$ cat config.mk
export PLATFORM = sky130hd
export DESIGN_NAME = mem_port_arbiter
export DESIGN_NICKNAME = d
export VERILOG_FILES = /design/src/rtl/mem_port_arbiter.sv
export SDC_FILE = /design/constraint.sdc
export NUM_CORES = 1
export LEC_CHECK = 0
export CORE_ASPECT_RATIO = 1.75
export CORE_MARGIN = 2
export CORE_UTILIZATION = 40
export DETAILED_ROUTE_END_ITERATION = 12
export PLACE_DENSITY = 0.82
export SLEW_MARGIN = 20
export SYNTH_ARGS = -nofsm -noshare
export SYNTH_HDL_FRONTEND = slang
export SYNTH_SLANG_ARGS = --single-unit
$ cat constraint.sdc
create_clock -name clk_i -period 2.56 [get_ports clk_i]
set_clock_uncertainty 0.05 [all_clocks]
set_input_delay 0.256 -clock clk_i [delete_from_list [all_inputs] [get_ports clk_i]]
set_output_delay 0.256 -clock clk_i [all_outputs]
set_load 0.01 [all_outputs]
$ cat src/rtl/mem_port_arbiter.sv
// Shares one single-ported, variable-latency memory between instruction fetch and
// MEM-stage load/store. Data wins ties; a watchdog aborts hung accesses.
module mem_port_arbiter #(
    parameter int TIMEOUT = 64
) (
    input  logic        clk_i,
    input  logic        rst_i,
    input  logic        i_req_i,
    input  logic [31:0] i_addr_i,
    output logic [31:0] i_rdata_o,
    output logic        i_stall_o,
    input  logic        d_req_i,
    input  logic        d_we_i,
    input  logic [31:0] d_addr_i,
    input  logic [31:0] d_wdata_i,
    output logic [31:0] d_rdata_o,
    output logic        d_stall_o,
    output logic        mem_req_o,
    output logic        mem_we_o,
    output logic [31:0] mem_addr_o,
    output logic [31:0] mem_wdata_o,
    input  logic        mem_ack_i,
    input  logic [31:0] mem_rdata_i,
    output logic        err_o
);

    typedef enum logic [2:0] {IDLE, I_BUSY, D_BUSY, I_DONE, D_DONE} state_t;

    state_t      r_state;
    state_t      w_next;
    logic [7:0]  r_cnt;
    logic        r_icancel;
    logic        r_mem_we;
    logic [31:0] r_mem_addr;
    logic [31:0] r_mem_wdata;
    logic [31:0] r_i_rdata;
    logic [31:0] r_d_rdata;
    logic        r_err;

    logic w_busy;
    logic w_tmo;
    logic w_end;
    logic w_icancel;

    assign w_busy    = (r_state == I_BUSY) || (r_state == D_BUSY);
    assign w_tmo     = w_busy && !mem_ack_i && (r_cnt == 8'(TIMEOUT - 1));
    assign w_end     = w_busy && (mem_ack_i || w_tmo);
    // Sticky: once the fetch is flushed, a re-raised request must not get stale data.
    assign w_icancel = r_icancel || !i_req_i;

    always_comb begin
        w_next = r_state;
        case (r_state)
            IDLE: begin
                if (d_req_i)      w_next = D_BUSY;
                else if (i_req_i) w_next = I_BUSY;
            end
            I_BUSY:  if (w_end) w_next = w_icancel ? IDLE : I_DONE;
            D_BUSY:  if (w_end) w_next = D_DONE;
            I_DONE:  w_next = IDLE;
            D_DONE:  w_next = IDLE;
            default: w_next = IDLE;
        endcase
    end

    always_ff @(posedge clk_i) begin
        if (rst_i) begin
            r_state     <= IDLE;
            r_cnt       <= 8'd0;
            r_icancel   <= 1'b0;
            r_mem_we    <= 1'b0;
            r_mem_addr  <= 32'd0;
            r_mem_wdata <= 32'd0;
            r_i_rdata   <= 32'd0;
            r_d_rdata   <= 32'd0;
            r_err       <= 1'b0;
        end else begin
            r_state <= w_next;
            case (r_state)
                IDLE: begin
                    // BUSY is only entered from IDLE, so clearing here clears on entry.
                    r_cnt     <= 8'd0;
                    r_icancel <= 1'b0;
                    if (d_req_i) begin
                        r_mem_we    <= d_we_i;
                        r_mem_addr  <= d_addr_i;
                        r_mem_wdata <= d_wdata_i;
                    end else if (i_req_i) begin
                        r_mem_we    <= 1'b0;
                        r_mem_addr  <= i_addr_i;
                        r_mem_wdata <= 32'd0;
                    end
                end
                I_BUSY: begin
                    r_cnt <= r_cnt + 8'd1;
                    if (!i_req_i) r_icancel <= 1'b1;
                    if (w_end && !w_icancel) r_i_rdata <= mem_ack_i ? mem_rdata_i : 32'd0;
                    if (w_tmo) r_err <= 1'b1;
                end
                D_BUSY: begin
                    r_cnt <= r_cnt + 8'd1;
                    if (w_end) r_d_rdata <= mem_ack_i ? mem_rdata_i : 32'd0;
                    if (w_tmo) r_err <= 1'b1;
                end
                default: ;
            endcase
        end
    end

    assign mem_req_o   = w_busy;
    assign mem_we_o    = r_mem_we;
    assign mem_addr_o  = r_mem_addr;
    assign mem_wdata_o = r_mem_wdata;
    assign i_rdata_o   = r_i_rdata;
    assign d_rdata_o   = r_d_rdata;
    assign err_o       = r_err;
    assign i_stall_o   = !rst_i && i_req_i && (r_state != I_DONE);
    assign d_stall_o   = !rst_i && d_req_i && (r_state != D_DONE);

endmodule

==> run_results.csv <==
group,metric,value,unit
run_status,status,"finished, final reports clean",
routing,dr.pass1.iters,7,
clock_tree,clk_pin_slew,0.06,ns
global_route,grt_usage,0.226,
synth,synthTopCellsByArea,"dfxtp_1 51%, a211oi_2 6.3%, a32o_1 5.8%, mux2i_1 5.8%, nor2_1 5.0%",
synth,synth_enable_flop_cells,0,
synth,synthCells,558,
setup_path,startpoint_type,"register",
synth,synth.distinct_cells,40,
sta,slew_violations,0,
clock_tree,cts_tree,"built",
sta,relSlewSlack,0.513,
global_route,grt_overflow,0,
sta,hold_viol_final,0,
synth,synth.most_common_cell,"dfxtp_1",
layout,drive_above_1_share,0.111,
global_route,antenna_found_initial,0,
hold_path,worstHoldPathCells,2,
synth,ys.flop_type,"dfxtp_1",
setup_path,critPathMaxFanout,8,
synth,syn-num-nets,693,
hold_path,worstHoldPathType,"primary input to register",
clock_tree,cts_setup_buffers,0,
floorplanning,start_util,0.404,
clock_tree,ctsHtreeMaxLevel,4,
place,place_area,8290,sq um
hold_path,whs_endpoint,"r_cnt[0]",
setup_path,endpoint_kind,"output port",
place,place_inst,959,
place,hpwl,12800,um
sta,setup_tns,0,ns
clock_tree,clkSinkCount,142,
power_and_ir_drop,p_per_area,986,nW/um^2
setup_path,r2r-end,"i_rdata_o[15]",
setup_path,critical_path_class,"register to output port",
synth,synth_common_cells,"142 x dfxtp_1, 74 x nor2_1, 37 x a21oi_1, 36 x nand3_1, 34 x a22oi_1",
floorplanning,rows,57,
setup_path,cp.required,2.25,ns
setup_path,arrival,2.12,ns
global_route,grt_pass1_vias,5472,
power_and_ir_drop,fin_total_pwr,8.83,mW
routing,avgRoutedWirePerCell,17.5,um
power_and_ir_drop,power_leakage,3.25,nW
clock_tree,postCtsResizedCells,0,
synth,synth-seq-cells,142,
floorplanning,core_area,13800,sq um
routing,via_count,5337,
floorplanning,ios,267,
clock_tree,cts-root-buf,"clkbuf_16",
global_route,grt_max_degree,66,
clock_tree,insertion_delay,0.40,ns
layout,stdcell_area,8960,sq um
sta,rsz0062_at_grt,"false",
place,portBuffers,266,
clock_tree,cts_hold_buf,0,
sta,max_freq,0.412,GHz
synth,post-synth-top-area-cell,"dfxtp_1",
place,pre_cts_ws,0.490,ns
layout,utilization,0.651,
hold_path,hold_start,"rst_i",
setup_path,r2r_cells,5,
sta,min_period,2.43,ns
sta,finalCritPeriodShare,0.949,
clock_tree,clk_path_buf_depth,2,
routing,ant_nets,0,
synth,seq_area_frac_synth,0.511,
synth,avgSynthCellArea,9.96,sq um
sta,setup_viol,0,
routing,postRouteWirelength,17400,um
power_and_ir_drop,peakVddDrop,0.552,mV
synth,synth.top_cell.area_share,0.511,
routing,drtIter0Drc,261,
floorplanning,die_area,14900,sq um
run,drv_cap,0,
layout,finalNonFillerCells,991,
sta,setup_ws,0.130,ns
floorplanning,die_h,160,um
global_route,grt_pass1_wl,27100,um
layout,final_net_count,936,
routing,viasPerCell,5.39,
layout,area_delta_synth_final,61.1,%
sta,whs,0.176,ns
routing,drc_errors,0,
setup_path,reg2reg_from,"r_state[2]",
floorplanning,die_width,93.1,um
setup_path,r2r_slack,0.56,ns
clock_tree,cts_made_buffers,17,
layout,antenna_cells,0,
place,place_congestion,0.898,
synth,synth_warnings,0,
sta,tightest_slew,0.731,ns
synth,async_flop_share,0,
synth,netlist_area,5560,sq um
## sequential cells by signal (all words and copies together), names as in the netlist
register / count
mem_wdata_o: 32
r_cnt: 8
i_rdata_o: 32
r_icancel: 1
d_rdata_o: 32
err_o: 1
r_state: 3
mem_we_o: 1
mem_addr_o: 32
## logic make-up (layout without fill, tap and decap cells)
kind of cell	Yosys count	after routing	synth area share
mux	36	36	0.0657
xor+xnor	1	1	0.00293
buf+inv	62	318	0.0509
flops	142	142	0.511
compound gates	180	180	0.254
fa+ha+maj	1	1	0.00225
simple gates	136	136	0.113
## cells in the final DEF (no fill, tap or decap), types with 4 or more instances in the layout
cell type	n
clkdlybuf4s50_1	263
dfxtp_1	141
nor2_1	74
a21oi_1	37
nand3_1	36
a22oi_1	34
o21ai_0	33
a32o_1	32
mux2i_1	32
a211oi_2	28
clkbuf_16	17
buf_4	13
nand2_1	7
inv_1	6
bufinv_16	5
mux2_2	4
nor3_1	4
a211oi_1	4
inv_6	4
## how the worst max path moves through the flow
stage	slack, ns	endpoint	start
after CTS	0.07	mem_req_o	r_state[0]
after global routing	0.01	mem_req_o	r_state[1]
final	0.13	mem_req_o	r_state[1]
after detailed placement	0.49	i_rdata_o[15]	r_state[0]
after global placement	0.51	i_stall_o	i_req_i
after floorplan	0.96	d_rdata_o[10]	r_cnt[0]
## per-layer routing
layer / vias up / share of wire / GRT usage
met5: - / 0 / 0
met1: 2537 / 0.35 / 0.230
met3: 48 / 0.059 / 0.0500
met2: 211 / 0.55 / 0.424
li1: 2541 / - / -
met4: 0 / 0.041 / 0.112
## area by class of cell
type                       instances  area [sq um]
clock buffer                      20           457
inverter                           7          26.3
tap                              177           221
clock inverter                    12           205
multi-input combinational        354          2440
sequential                       142          2840
timing repair buffer             279          2760
fill                            1073          4810
## critical path: stages, from the launching register on
cell             delay (ns)
dfxtp_1                0.52
xnor2_2                0.16
or2_2                  0.33
inv_2                  0.13
clkdlybuf4s50_1        0.58
## power by group
| part | internal, mW | leakage (nW) | switching [mW] |
|---|---|---|---|
| combinational | 1.55 | 1.78 | 1.63 |
| sequential | 2.66 | 1.16 | 0.273 |
| clock | 1.79 | 0.318 | 0.934 |
No activity file was read; power rests on OpenSTA's default activity.
